[src/rtl/mux8_rr_arbiter.sv]
// Round-robin arbiter and select controller for an 8:1 mux datapath.
// Grants one requester at a time for a bounded burst and registers its beats onto the output.
module mux8_rr_arbiter #(
  parameter int WIDTH     = 8,
  parameter int MAX_BURST = 4
) (
  input  logic               clk,
  input  logic               rst,
  input  logic [7:0]         req,
  input  logic [8*WIDTH-1:0] in_data,
  output logic [7:0]         gnt,
  output logic [2:0]         sel,
  output logic               busy,
  output logic               out_valid,
  output logic [WIDTH-1:0]   out_data
);

  localparam int CNT_W = $clog2(MAX_BURST + 1);

  typedef enum logic [0:0] {
    IDLE  = 1'b0,
    GRANT = 1'b1
  } state_t;

  state_t             state_r, state_s;
  logic [7:0]         gnt_r, gnt_s;
  logic [2:0]         sel_r, sel_s;
  logic [2:0]         ptr_r, ptr_s;
  logic [CNT_W-1:0]   cnt_r, cnt_s;
  logic               busy_r, busy_s;
  logic               out_valid_r, out_valid_s;
  logic [WIDTH-1:0]   out_data_r, out_data_s;

  logic [2:0]         idx_s;
  logic [2:0]         win_s;
  logic               found_s;
  logic [WIDTH-1:0]   sel_data_s;

  // First requester at or after ptr in circular order
  always_comb begin
    win_s   = ptr_r;
    found_s = 1'b0;
    idx_s   = ptr_r;
    for (int k = 0; k < 8; k++) begin
      idx_s = ptr_r + 3'(k);
      if (!found_s && req[idx_s]) begin
        win_s   = idx_s;
        found_s = 1'b1;
      end else begin
        found_s = found_s;
      end
    end
  end

  assign sel_data_s = in_data[int'(sel_r)*WIDTH +: WIDTH];

  // Next-state and next-output logic
  always_comb begin
    state_s     = state_r;
    gnt_s       = gnt_r;
    sel_s       = sel_r;
    ptr_s       = ptr_r;
    cnt_s       = cnt_r;
    busy_s      = busy_r;
    out_valid_s = 1'b0;
    out_data_s  = out_data_r;
    case (state_r)
      IDLE: begin
        if (found_s) begin
          state_s = GRANT;
          gnt_s   = 8'(8'h01 << win_s);
          sel_s   = win_s;
          busy_s  = 1'b1;
          cnt_s   = {CNT_W{1'b0}};
          ptr_s   = win_s + 3'd1;
        end else begin
          gnt_s  = 8'h00;
          busy_s = 1'b0;
        end
      end
      GRANT: begin
        if (req[sel_r]) begin
          out_valid_s = 1'b1;
          out_data_s  = sel_data_s;
          cnt_s       = cnt_r + CNT_W'(1'b1);
          // Burst budget exhausted: hand the channel back for re-arbitration
          if (cnt_r + CNT_W'(1'b1) == CNT_W'(MAX_BURST)) begin
            state_s = IDLE;
            gnt_s   = 8'h00;
            busy_s  = 1'b0;
          end else begin
            state_s = GRANT;
          end
        end else begin
          state_s = IDLE;
          gnt_s   = 8'h00;
          busy_s  = 1'b0;
        end
      end
      default: begin
        state_s = IDLE;
        gnt_s   = 8'h00;
        busy_s  = 1'b0;
      end
    endcase
  end

  // State and output registers
  always_ff @(posedge clk) begin
    if (rst) begin
      state_r     <= IDLE;
      gnt_r       <= 8'h00;
      sel_r       <= 3'd0;
      ptr_r       <= 3'd0;
      cnt_r       <= {CNT_W{1'b0}};
      busy_r      <= 1'b0;
      out_valid_r <= 1'b0;
      out_data_r  <= {WIDTH{1'b0}};
    end else begin
      state_r     <= state_s;
      gnt_r       <= gnt_s;
      sel_r       <= sel_s;
      ptr_r       <= ptr_s;
      cnt_r       <= cnt_s;
      busy_r      <= busy_s;
      out_valid_r <= out_valid_s;
      out_data_r  <= out_data_s;
    end
  end

  assign gnt       = gnt_r;
  assign sel       = sel_r;
  assign busy      = busy_r;
  assign out_valid = out_valid_r;
  assign out_data  = out_data_r;

endmodule

[config.mk]
export PLATFORM = sky130hd
export DESIGN_NAME = mux8_rr_arbiter
export DESIGN_NICKNAME = d
export VERILOG_FILES = /design/src/rtl/mux8_rr_arbiter.sv
export SDC_FILE = /design/constraint.sdc
export NUM_CORES = 1
export LEC_CHECK = 0
export CAP_MARGIN = 10
export CELL_PAD_IN_SITES_DETAIL_PLACEMENT = 1
export CELL_PAD_IN_SITES_GLOBAL_PLACEMENT = 1
export CORE_MARGIN = 2
export CORE_UTILIZATION = 31
export CTS_CLUSTER_DIAMETER = 80
export DETAILED_ROUTE_END_ITERATION = 8
export PLACE_DENSITY_LB_ADDON = 0.05
export SLEW_MARGIN = 20
export SYNTH_ARGS = -nofsm -noshare
export SYNTH_HDL_FRONTEND = slang
export SYNTH_SLANG_ARGS = --single-unit
[constraint.sdc]
create_clock -name clk -period 3.1 [get_ports clk]
set_input_delay 0.465 -clock clk [delete_from_list [all_inputs] [get_ports clk]]
set_output_delay 0.465 -clock clk [all_outputs]
set_load 0.005 [all_outputs]
==> impl_metrics.tcl <==
set metrics [dict create \
    cts_root_buf "sky130_fd_sc_hd__clkbuf_8" \
    gp_congestion 0.834 \
    timing.critical_path.from "ptr_r[1]" \
    synth.yosys.warnings 0 \
    endpoint_kind "flop" \
    grt_use_total 0.202 \
    post_cts_hold_buffer_count 0 \
    design.final.nets 465 \
    n_antenna_cell 0 \
    power.static_leakage_uw 0.00157 \
    ir_worst_vdd_mv 0.283 \
    floorplan.initialDensity 0.319 \
    synth_compound_gate_area_share 0.149 \
    fin_crit_sh 0.992 \
    drt-initial-drc-count 80 \
    final_hold_viol_count 0 \
    clock_sink_count 28 \
    pin_count 95 \
    routed-via-count 2590 \
    first_global_vias 2881 \
    rsz0062_at_grt "yes" \
    number_of_synthesized_register_bits 28 \
    maxClockFrequency_ghz 0.325 \
    worst_case_hold_slack_ns 0.463 \
    max_slew.worst_pin.slew_ns 0.584 \
    cts_inserted_buffers 3 \
    mappedNetlistNets 333 \
    post_synth_and_or_nand_nor_area_fraction 0.163 \
    post-route-drc-count 0 \
    synth-xor-area-share 0.0167 \
    report.final.setup_viol 0 \
    grt_max_degree 22 \
    chipHeight_um 95.9 \
    path_clk_slew_ns 0.09 \
    drive_gt1_frac 0.319 \
    ys_async_sr_fraction 0 \
    timing.critical_path.from_type "flop" \
    syn_area_um2 2620 \
    dp_hpwl_mm 7.04 \
    synthAdderAreaFrac 0.0334 \
    initial_antenna_violation_count 0 \
    finalSetupTns_ns 0 \
    critPathMaxStageDelay_ns 0.57 \
    clock_path_buffers 2 \
    floorplan_core_area_um2 8220 \
    htree_num_levels 1 \
    powerDensity_nw_per_um2 975 \
    detail-route-antenna-nets 0 \
    portbufs 94 \
    timing.hold.worst.class "reg2reg" \
    relSlewSlack 0.609 \
    worst-path-buf-inv 1 \
    clock_latency_on_the_worst_skew_pair_ns 0.28 \
    report.final.slew_viol_count 0 \
    reg2reg_from "ptr_r[1]" \
    critical_path.top_delay_family "simple AND/OR/NAND/NOR gates" \
    timing.critical_path.required_ns 3.24 \
    drt_first_pass_iters 4 \
    timing.critical_path.cells "inv_2, ha_4, mux4_2, mux2i_4, nor2_2, and4_1, or4_4, nand2_4, nor2_2, ha_2, mux2i_1, nor2_1" \
    status "completed" \
    tritoncts "yes" \
    dieArea_um2 9200 \
    utilization 0.501 \
    detail_route.vias_per_cell 5.31 \
    p_total_uw 4010 \
    synth-seq-area-share 0.214 \
    cp.arrival_ns 3.22 \
    global_route_wire_length_before_repair_mm 14.4 \
    fp-row-count 33 \
    critPathSlowestCell "sky130_fd_sc_hd__mux4_2" \
    postSynth.topFlopCell "sky130_fd_sc_hd__dfxtp_1" \
    area_overhead_of_the_layout_relative_to_synthesis_pct 57.0 \
    clock_skew_ns 0.00934 \
    hold_path_startpoint "gnt[6]" \
    crit_path_max_fanout 6 \
    dieWidth_um 95.9 \
    syn_inst 252 \
    drv_cap 0 \
    post_drt_wl_per_cell_um 17.5 \
    worst-setup-path-type "reg2reg" \
    post_synth.cell_area_avg_um2 10.4 \
    synth_cell_type_count 67 \
    synth_top_family_by_area "multiplexers" \
    finalWirelength_mm 8.54 \
    count_of_flip_flops_with_a_built_in_enable_after_synthesis 0 \
    timing.final.crit_period_ns 3.08 \
    grt_remaining_overflow 0 \
    mux_cell_area_share_after_synthesis 0.364 \
    worst_path_most_repeated_cell "sky130_fd_sc_hd__nor2_2" \
]
==> cell families after synthesis <==
kind of cell / after synthesis
AOI/OAI and AO/OA: 50
DFF: 28
adders and majority gates: 7
buffers and inverters: 26
xor gates and xnor gates: 5
muxes: 52
and+or+nand+nor: 84
==> timing repair <==
action                     4_1_cts  5_1_grt
setup endpoints to repair        4       10
cloned                           0        0
buffers inserted                 3        0
pin swaps                        4        6
gates resized for setup         14        8
==> synthesized netlist by cell type (4+ instances only) <==
| master | n | area [µm²] |
|---|---|---|
| sky130_fd_sc_hd__nor2_1 | 34 | 128 |
| sky130_fd_sc_hd__dfxtp_1 | 28 | 561 |
| sky130_fd_sc_hd__mux4_2 | 27 | 608 |
| sky130_fd_sc_hd__a21oi_1 | 14 | 70.1 |
| sky130_fd_sc_hd__mux2i_1 | 14 | 140 |
| sky130_fd_sc_hd__nand2_1 | 14 | 52.6 |
| sky130_fd_sc_hd__clkbuf_1 | 8 | 30.0 |
| sky130_fd_sc_hd__ha_1 | 7 | 87.6 |
| sky130_fd_sc_hd__inv_1 | 5 | 18.8 |
| sky130_fd_sc_hd__mux4_1 | 5 | 131 |
| sky130_fd_sc_hd__nor2b_1 | 5 | 31.3 |
| sky130_fd_sc_hd__a211oi_1 | 4 | 30.0 |
| sky130_fd_sc_hd__buf_6 | 4 | 45.0 |
| sky130_fd_sc_hd__nand2b_1 | 4 | 25.0 |
| sky130_fd_sc_hd__nand3_1 | 4 | 20.0 |
==> final cells by class <==
type,instances,area [µm²]
Timing Repair Buffer,146,1320
Clock inverter,1,30.0
Clock buffer,3,41.3
Multi-Input combinational cell,198,1990
Fill cell,917,4100
Tap cell,105,131
Sequential cell,28,568
Inverter,7,31.3
==> where the power goes <==
part | switching, µW | total [µW] | leakage, µW | internal (µW)
Combinational | 1440 | 3180 | 0.00130 | 1750
Clock | 117 | 290 | 0.0000357 | 173
Sequential | 70.9 | 537 | 0.000230 | 467
Total | 1620 | 4010 | 0.00157 | 2390
==> path summary, 6_finish.rpt <==
kind	depth (start not counted)	slack, ns	end
worst max-delay path	12	0.02	ptr_r[2]
worst min-delay path	2	0.46	gnt[6]
worst max register to register	12	0.02	ptr_r[2]
worst min register to register	2	0.46	gnt[6]
==> metrics by stage <==
step / setup slack, ns / cell area (µm²) / instances
6_report: 0.0249 / 4110 / 488
5_1_grt: -0.110 / 4110 / 488
4_1_cts: 0.00522 / 4090 / 488
3_5_place_dp: -0.342 / 3980 / 481
3_3_place_gp: -0.309 / 3980 / 481
2_1_floorplan: -0.129 / 2670 / 252
==> registers in the layout, indices dropped and copies added, names as in the netlist <==
signal	flops
gnt	8
out_data	8
cnt_r	3
ptr_r	3
sel	3
busy	1
out_valid	1
state_r	1
==> worst min-delay path: cells and delay by family, from the launching register on <==
kind / cells / cell delay [ns]
simple gates: 1 / 0.05
compound gates: 1 / 0.05
flops: 1 / 0.32
==> layout by cell type, fill, tap and decap left out, types with 3 or more instances in the layout <==
master and count:
sky130_fd_sc_hd__ha_1 5, sky130_fd_sc_hd__o211ai_1 3, sky130_fd_sc_hd__nor3_1 3, sky130_fd_sc_hd__clkbuf_8 3, sky130_fd_sc_hd__dlygate4sd2_1 8, sky130_fd_sc_hd__nor2b_1 4, sky130_fd_sc_hd__mux2i_1 13, sky130_fd_sc_hd__mux4_2 29
sky130_fd_sc_hd__xor2_1 3, sky130_fd_sc_hd__nand2b_1 4, sky130_fd_sc_hd__nand2_1 14, sky130_fd_sc_hd__mux4_1 3, sky130_fd_sc_hd__buf_4 52, sky130_fd_sc_hd__mux2_4 3, sky130_fd_sc_hd__inv_1 3, sky130_fd_sc_hd__nor2_1 32
sky130_fd_sc_hd__a32o_1 3, sky130_fd_sc_hd__clkdlybuf4s50_1 86, sky130_fd_sc_hd__dfxtp_1 26, sky130_fd_sc_hd__and3_1 3, sky130_fd_sc_hd__a21oi_1 14, sky130_fd_sc_hd__nand3_1 4
==> per-layer routing <==
metal	wire length [µm]	GRT usage
met5	0	0
met4	25	0.0167
met3	663	0.0579
met2	4500	0.386
met1	3350	0.230
No activity file was read; power rests on OpenSTA's default activity.
